<file path="src/rtl/multi_counter_status_q.sv">
// multi_counter_status_q
// Captures query responses from the multi-counter status interface into a
// small FIFO and presents them to a consumer over valid/ready. The upstream
// pipeline cannot stall, so pushes arriving while full (and not covered by a
// same-cycle pop) are dropped and flagged in a sticky overflow bit.
//
// Optional feature macro: MULTI_COUNTER_STATUS_Q_DROP_CNT_EN
//   defined   : drop_cnt_r counts dropped responses, saturating
//   undefined : drop_cnt_r is tied to 0
//
// Ports:
//   clk, rst          clock, synchronous active-high reset
//   in_pass, in_qry   status beat valid / beat is a query response
//   in_id, in_dat     counter id / value of the beat
//   out_vld, out_rdy  head valid / consumer accepts head
//   out_id, out_dat   head entry, zero when out_vld=0
//   fill_r            occupancy 0..DEPTH
//   ovfl_r, ovfl_clr  sticky overflow flag / clear for flag and drop count
//   drop_cnt_r        dropped-response count
module multi_counter_status_q #(
    parameter int unsigned CNTRS_N    = 256,
    parameter int unsigned CNTRS_W    = 32,
    parameter int unsigned CNTRS_ID_W = $clog2(CNTRS_N),
    parameter int unsigned DEPTH      = 8,
    parameter int unsigned DROP_CNT_W = 16
) (
    input  logic                       clk,
    input  logic                       rst,
    input  logic                       in_pass,
    input  logic                       in_qry,
    input  logic [CNTRS_ID_W-1:0]      in_id,
    input  logic [CNTRS_W-1:0]         in_dat,
    output logic                       out_vld,
    input  logic                       out_rdy,
    output logic [CNTRS_ID_W-1:0]      out_id,
    output logic [CNTRS_W-1:0]         out_dat,
    output logic [$clog2(DEPTH):0]     fill_r,
    output logic                       ovfl_r,
    input  logic                       ovfl_clr,
    output logic [DROP_CNT_W-1:0]      drop_cnt_r
);

    localparam int unsigned PTR_W  = $clog2(DEPTH);
    localparam int unsigned FILL_W = PTR_W + 1;

    typedef struct packed {
        logic [CNTRS_ID_W-1:0] id;
        logic [CNTRS_W-1:0]    dat;
    } entry_t;

    entry_t              mem_q [DEPTH];
    logic [PTR_W-1:0]    wr_q, wr_d;
    logic [PTR_W-1:0]    rd_q, rd_d;
    logic [FILL_W-1:0]   fill_q, fill_d;
    logic                ovfl_q, ovfl_d;

    logic push_c, pop_c, full_c, accept_c, drop_c;
    entry_t head_c;

    // Handshake decode; a pop at full frees the slot for a same-cycle push
    always_comb begin
        push_c   = in_pass & in_qry;
        full_c   = (fill_q == FILL_W'(DEPTH));
        pop_c    = out_vld & out_rdy;
        accept_c = push_c & (~full_c | pop_c);
        drop_c   = push_c & ~accept_c;
    end

    // Next-state for pointers, occupancy and overflow; drop beats clear
    always_comb begin
        wr_d   = wr_q + PTR_W'(accept_c);
        rd_d   = rd_q + PTR_W'(pop_c);
        fill_d = fill_q + FILL_W'(accept_c) - FILL_W'(pop_c);
        ovfl_d = ovfl_q;
        if (ovfl_clr) ovfl_d = 1'b0;
        if (drop_c)   ovfl_d = 1'b1;
    end

    // Control state
    always_ff @(posedge clk) begin
        if (rst) begin
            wr_q   <= '0;
            rd_q   <= '0;
            fill_q <= '0;
            ovfl_q <= 1'b0;
        end else begin
            wr_q   <= wr_d;
            rd_q   <= rd_d;
            fill_q <= fill_d;
            ovfl_q <= ovfl_d;
        end
    end

    // Entry storage; contents are not reset, occupancy alone marks validity
    always_ff @(posedge clk) begin
        if (!rst && accept_c) begin
            mem_q[wr_q].id  <= in_id;
            mem_q[wr_q].dat <= in_dat;
        end
    end

`ifdef MULTI_COUNTER_STATUS_Q_DROP_CNT_EN
    logic [DROP_CNT_W-1:0] drop_q, drop_d;

    // Saturating drop count; a drop in the clear cycle restarts it at 1
    always_comb begin
        drop_d = drop_q;
        if (ovfl_clr) drop_d = '0;
        if (drop_c) begin
            if (ovfl_clr)                       drop_d = DROP_CNT_W'(1);
            else if (drop_q != {DROP_CNT_W{1'b1}}) drop_d = drop_q + DROP_CNT_W'(1);
        end
    end

    always_ff @(posedge clk) begin
        if (rst) drop_q <= '0;
        else     drop_q <= drop_d;
    end

    assign drop_cnt_r = drop_q;
`else
    assign drop_cnt_r = '0;
`endif

    // Outputs come only from registered state
    assign head_c  = mem_q[rd_q];
    assign out_vld = (fill_q != '0);
    assign out_id  = out_vld ? head_c.id  : '0;
    assign out_dat = out_vld ? head_c.dat : '0;
    assign fill_r  = fill_q;
    assign ovfl_r  = ovfl_q;

endmodule

</file>
<file path="config.mk">
export PLATFORM = sky130hd
export DESIGN_NAME = multi_counter_status_q
export DESIGN_NICKNAME = d
export VERILOG_FILES = /design/src/rtl/multi_counter_status_q.sv
export SDC_FILE = /design/constraint.sdc
export NUM_CORES = 1
export LEC_CHECK = 0
export BUFFER_PORTS_ARGS = -buffer_cell sky130_fd_sc_hd__buf_4
export CORE_ASPECT_RATIO = 0.5
export CORE_UTILIZATION = 59
export CTS_CLUSTER_SIZE = 24
export DETAILED_ROUTE_END_ITERATION = 6
export MAX_ROUTING_LAYER = met4
export PLACE_DENSITY = 0.8
export SYNTH_ARGS = -nofsm -noshare
export SYNTH_HDL_FRONTEND = slang
export SYNTH_SLANG_ARGS = --single-unit
</file>
<file path="constraint.sdc">
create_clock -name clk -period 6.4 [get_ports clk]
set_clock_uncertainty 0.2 [all_clocks]
set_input_delay 0.64 -clock clk [delete_from_list [all_inputs] [get_ports clk]]
set_output_delay 0.64 -clock clk [all_outputs]
set_load 0.01 [all_outputs]
</file>
==> results.cfg <==
[detailed_routing]
final_antenna_net_count = 0
routed-via-count = 5914
drc = 0
viasPerCell = 6.20
drt_wl_total_um = 24800
routed.top_layer = met4
wl_met3_um = 1890
dr.pass1.iters = 7
drt_iter0_markers = 431
wl_met1_um = 9970
wl_per_cell_um = 26.0
wl_met2_um = 12400

[die]
die_h_um = 106
initial_utilization = 0.610
num_rows = 37
design.core.area_um2 = 20800
die_width_um = 209
io_pins = 108
dieArea_um2 = 22200

[worst_setup_path]
cp_max_fo = 41
required_ps = 5560
max_stage_delay_ps = 890
crit_chain = buf_4 > mux4_2 > a22o_1 > buf_4
slowest_stage = dfxtp_4
cp_num_buf_inv = 2
critical_path_class = reg -> out
crit_family = flip-flops
critPathMostFrequentCell = buf_4
cp-start-kind = register
cp-end-kind = output pin
cp.arrival_ps = 3000
regToRegStartpoint = fill_r[2]
crit_start = rd_q[0]

[clocking]
worstSkewPairLatency_ps = 530
holdBufCountCts = 0
clk_pin_slew_ps = 70
h-tree-depth = 1
clock-sinks = 331
cts_resized = 0
cts_made_buffers = 28
cts_root_buf = clkbuf_16
cts_tree = built
clk_path_buf_depth = 3
postCtsSetupBuffers = 0

[grt]
antenna_found_initial = 0
grt-ovfl-total = 0
grt_usage = 0.239
grt_pass1_vias = 6270
grt_max_degree = 75
grt_pass1_wl_um = 37200

[power_and_ir_drop]
total_power_mw = 5.41
peakVddDrop_v = 0.000201
p_per_area_nw_per_um2 = 373
leakage_nw = 4.78

[worst_hold_path]
worstHoldPathType = in -> reg
min_from = in_id[7]

[sta]
worst_pin_slew_ps = 1040
drv_slew = 0
timing.final.crit_period_ps = 3840
fmax_mhz = 260
slew_headroom = 0.305
rsz0062_at_grt = false
fin_setup_tns_ps = 0
finalSetupViolations = 0
finalHoldViolCount = 0
fin_hold_ws_ps = 130
fin_crit_sh = 0.600

[final_layout]
drive_above_1_share = 0.348
area_growth_pct = 14.2
layout.cells.most_common_list = 320 x edfxtp_1, 105 x buf_4, 80 x mux4_2
layout_commonest_cell = edfxtp_1
stdcell_count = 954
layout.nets = 717
n_antenna_cell = 0

[outcome]
status = complete, no violations

[logic_synthesis]
async_reset_ff_frac = 0
synth_cell_type_count = 33
ys.flop_type = edfxtp_1
synth_cells = 555
postSynthAreaPerCell_um2 = 22.9
synth_edf_count = 320
syn_area_um2 = 12700
yosysWarnings = 0
synth-seq-cells = 331
ys_seq_area_frac = 0.774

[placed_design]
gp_congestion = 0.722
dp_cells = 904
dp_hpwl_um = 12500
port_buffers = 91

[run]
maxCapViolCount = 0
-- cell usage after synthesis, types with 3 or more instances --
| master | n | area, um2 |
|---|---|---|
| dfxtp_1 | 11 | 220 |
| edfxtp_1 | 320 | 9610 |
| mux4_2 | 80 | 1800 |
| nor3_1 | 3 | 15.0 |
| buf_2 | 5 | 25.0 |
| buf_6 | 6 | 67.6 |
| nor2_1 | 10 | 37.5 |
| a22o_1 | 40 | 350 |
| inv_1 | 7 | 26.3 |
| ha_1 | 9 | 113 |
| clkbuf_1 | 13 | 48.8 |
| buf_4 | 20 | 150 |
| nor2b_1 | 8 | 50.1 |
-- worst paths after layout --
kind | endpoint | slack [ps] | cells after the start
max | out_dat[16] | 2560 | 4
min | mem_q[1][39] | 130 | 1
max reg2reg | mem_q[5][38] | 3360 | 6
min reg2reg | ovfl_r | 350 | 3
-- worst register-to-register path, delay by kind of cell (launching register included) --
family,cells,cell delay [ps]
AO/OA/AOI/OAI,1,440
adder cells (fa/ha/maj),1,210
buffers and inverters,2,600
flip-flops,1,330
AND/OR/NAND/NOR,2,900
-- cell type report --
type	instances	area [um2]
Sequential cell	331	9840
Clock inverter	14	87.6
Multi-Input combinational cell	188	2670
Timing Repair Buffer	105	788
Inverter	7	26.3
Tap cell	273	342
Clock buffer	36	752
Fill cell	1204	6330
-- where the power goes --
part	switching [mW]	internal (mW)	total [mW]
Combinational	0.594	0.719	1.31
Sequential	0.0911	2.42	2.51
Clock	0.726	0.865	1.59
-- layer usage --
| metal | up-vias | track usage |
|---|---|---|
| met5 | - | - |
| met3 | 37 | 0.0435 |
| met2 | 273 | 0.379 |
| li1 | 2513 | - |
| met4 | 0 | 0.0704 |
| met1 | 3091 | 0.323 |
-- per-stage QoR --
step                cell area (um2)  utilization  setup WS [ps]
floorplan                     12800            -            460
global placement              13700        0.656           3050
detailed placement            13700        0.656           3050
CTS                           14500        0.696           2450
global route                  14500        0.696           2330
finish                        14500        0.696           2560
-- sequential cells by signal (all words and copies together), names as in the netlist --
name / cells
fill_r: 4
mem_q: 320
ovfl_r: 1
rd_q: 3
wr_q: 3
-- cells by family (layout without fill, tap and decap cells) --
logic type                 count (synthesis)  after routing  synth area share
DFF                                      331            331             0.774
muxes                                     81             81             0.143
buffers and inverters                     51            162            0.0250
AOI/OAI and AO/OA                         46             46            0.0310
and+or+nand+nor                           32             32            0.0144
adders and majority gates                 10             10            0.0104
xor gates and xnor gates                   3              3           0.00207
other                                      1             16          0.000295
(Power assumes the default switching activity.)
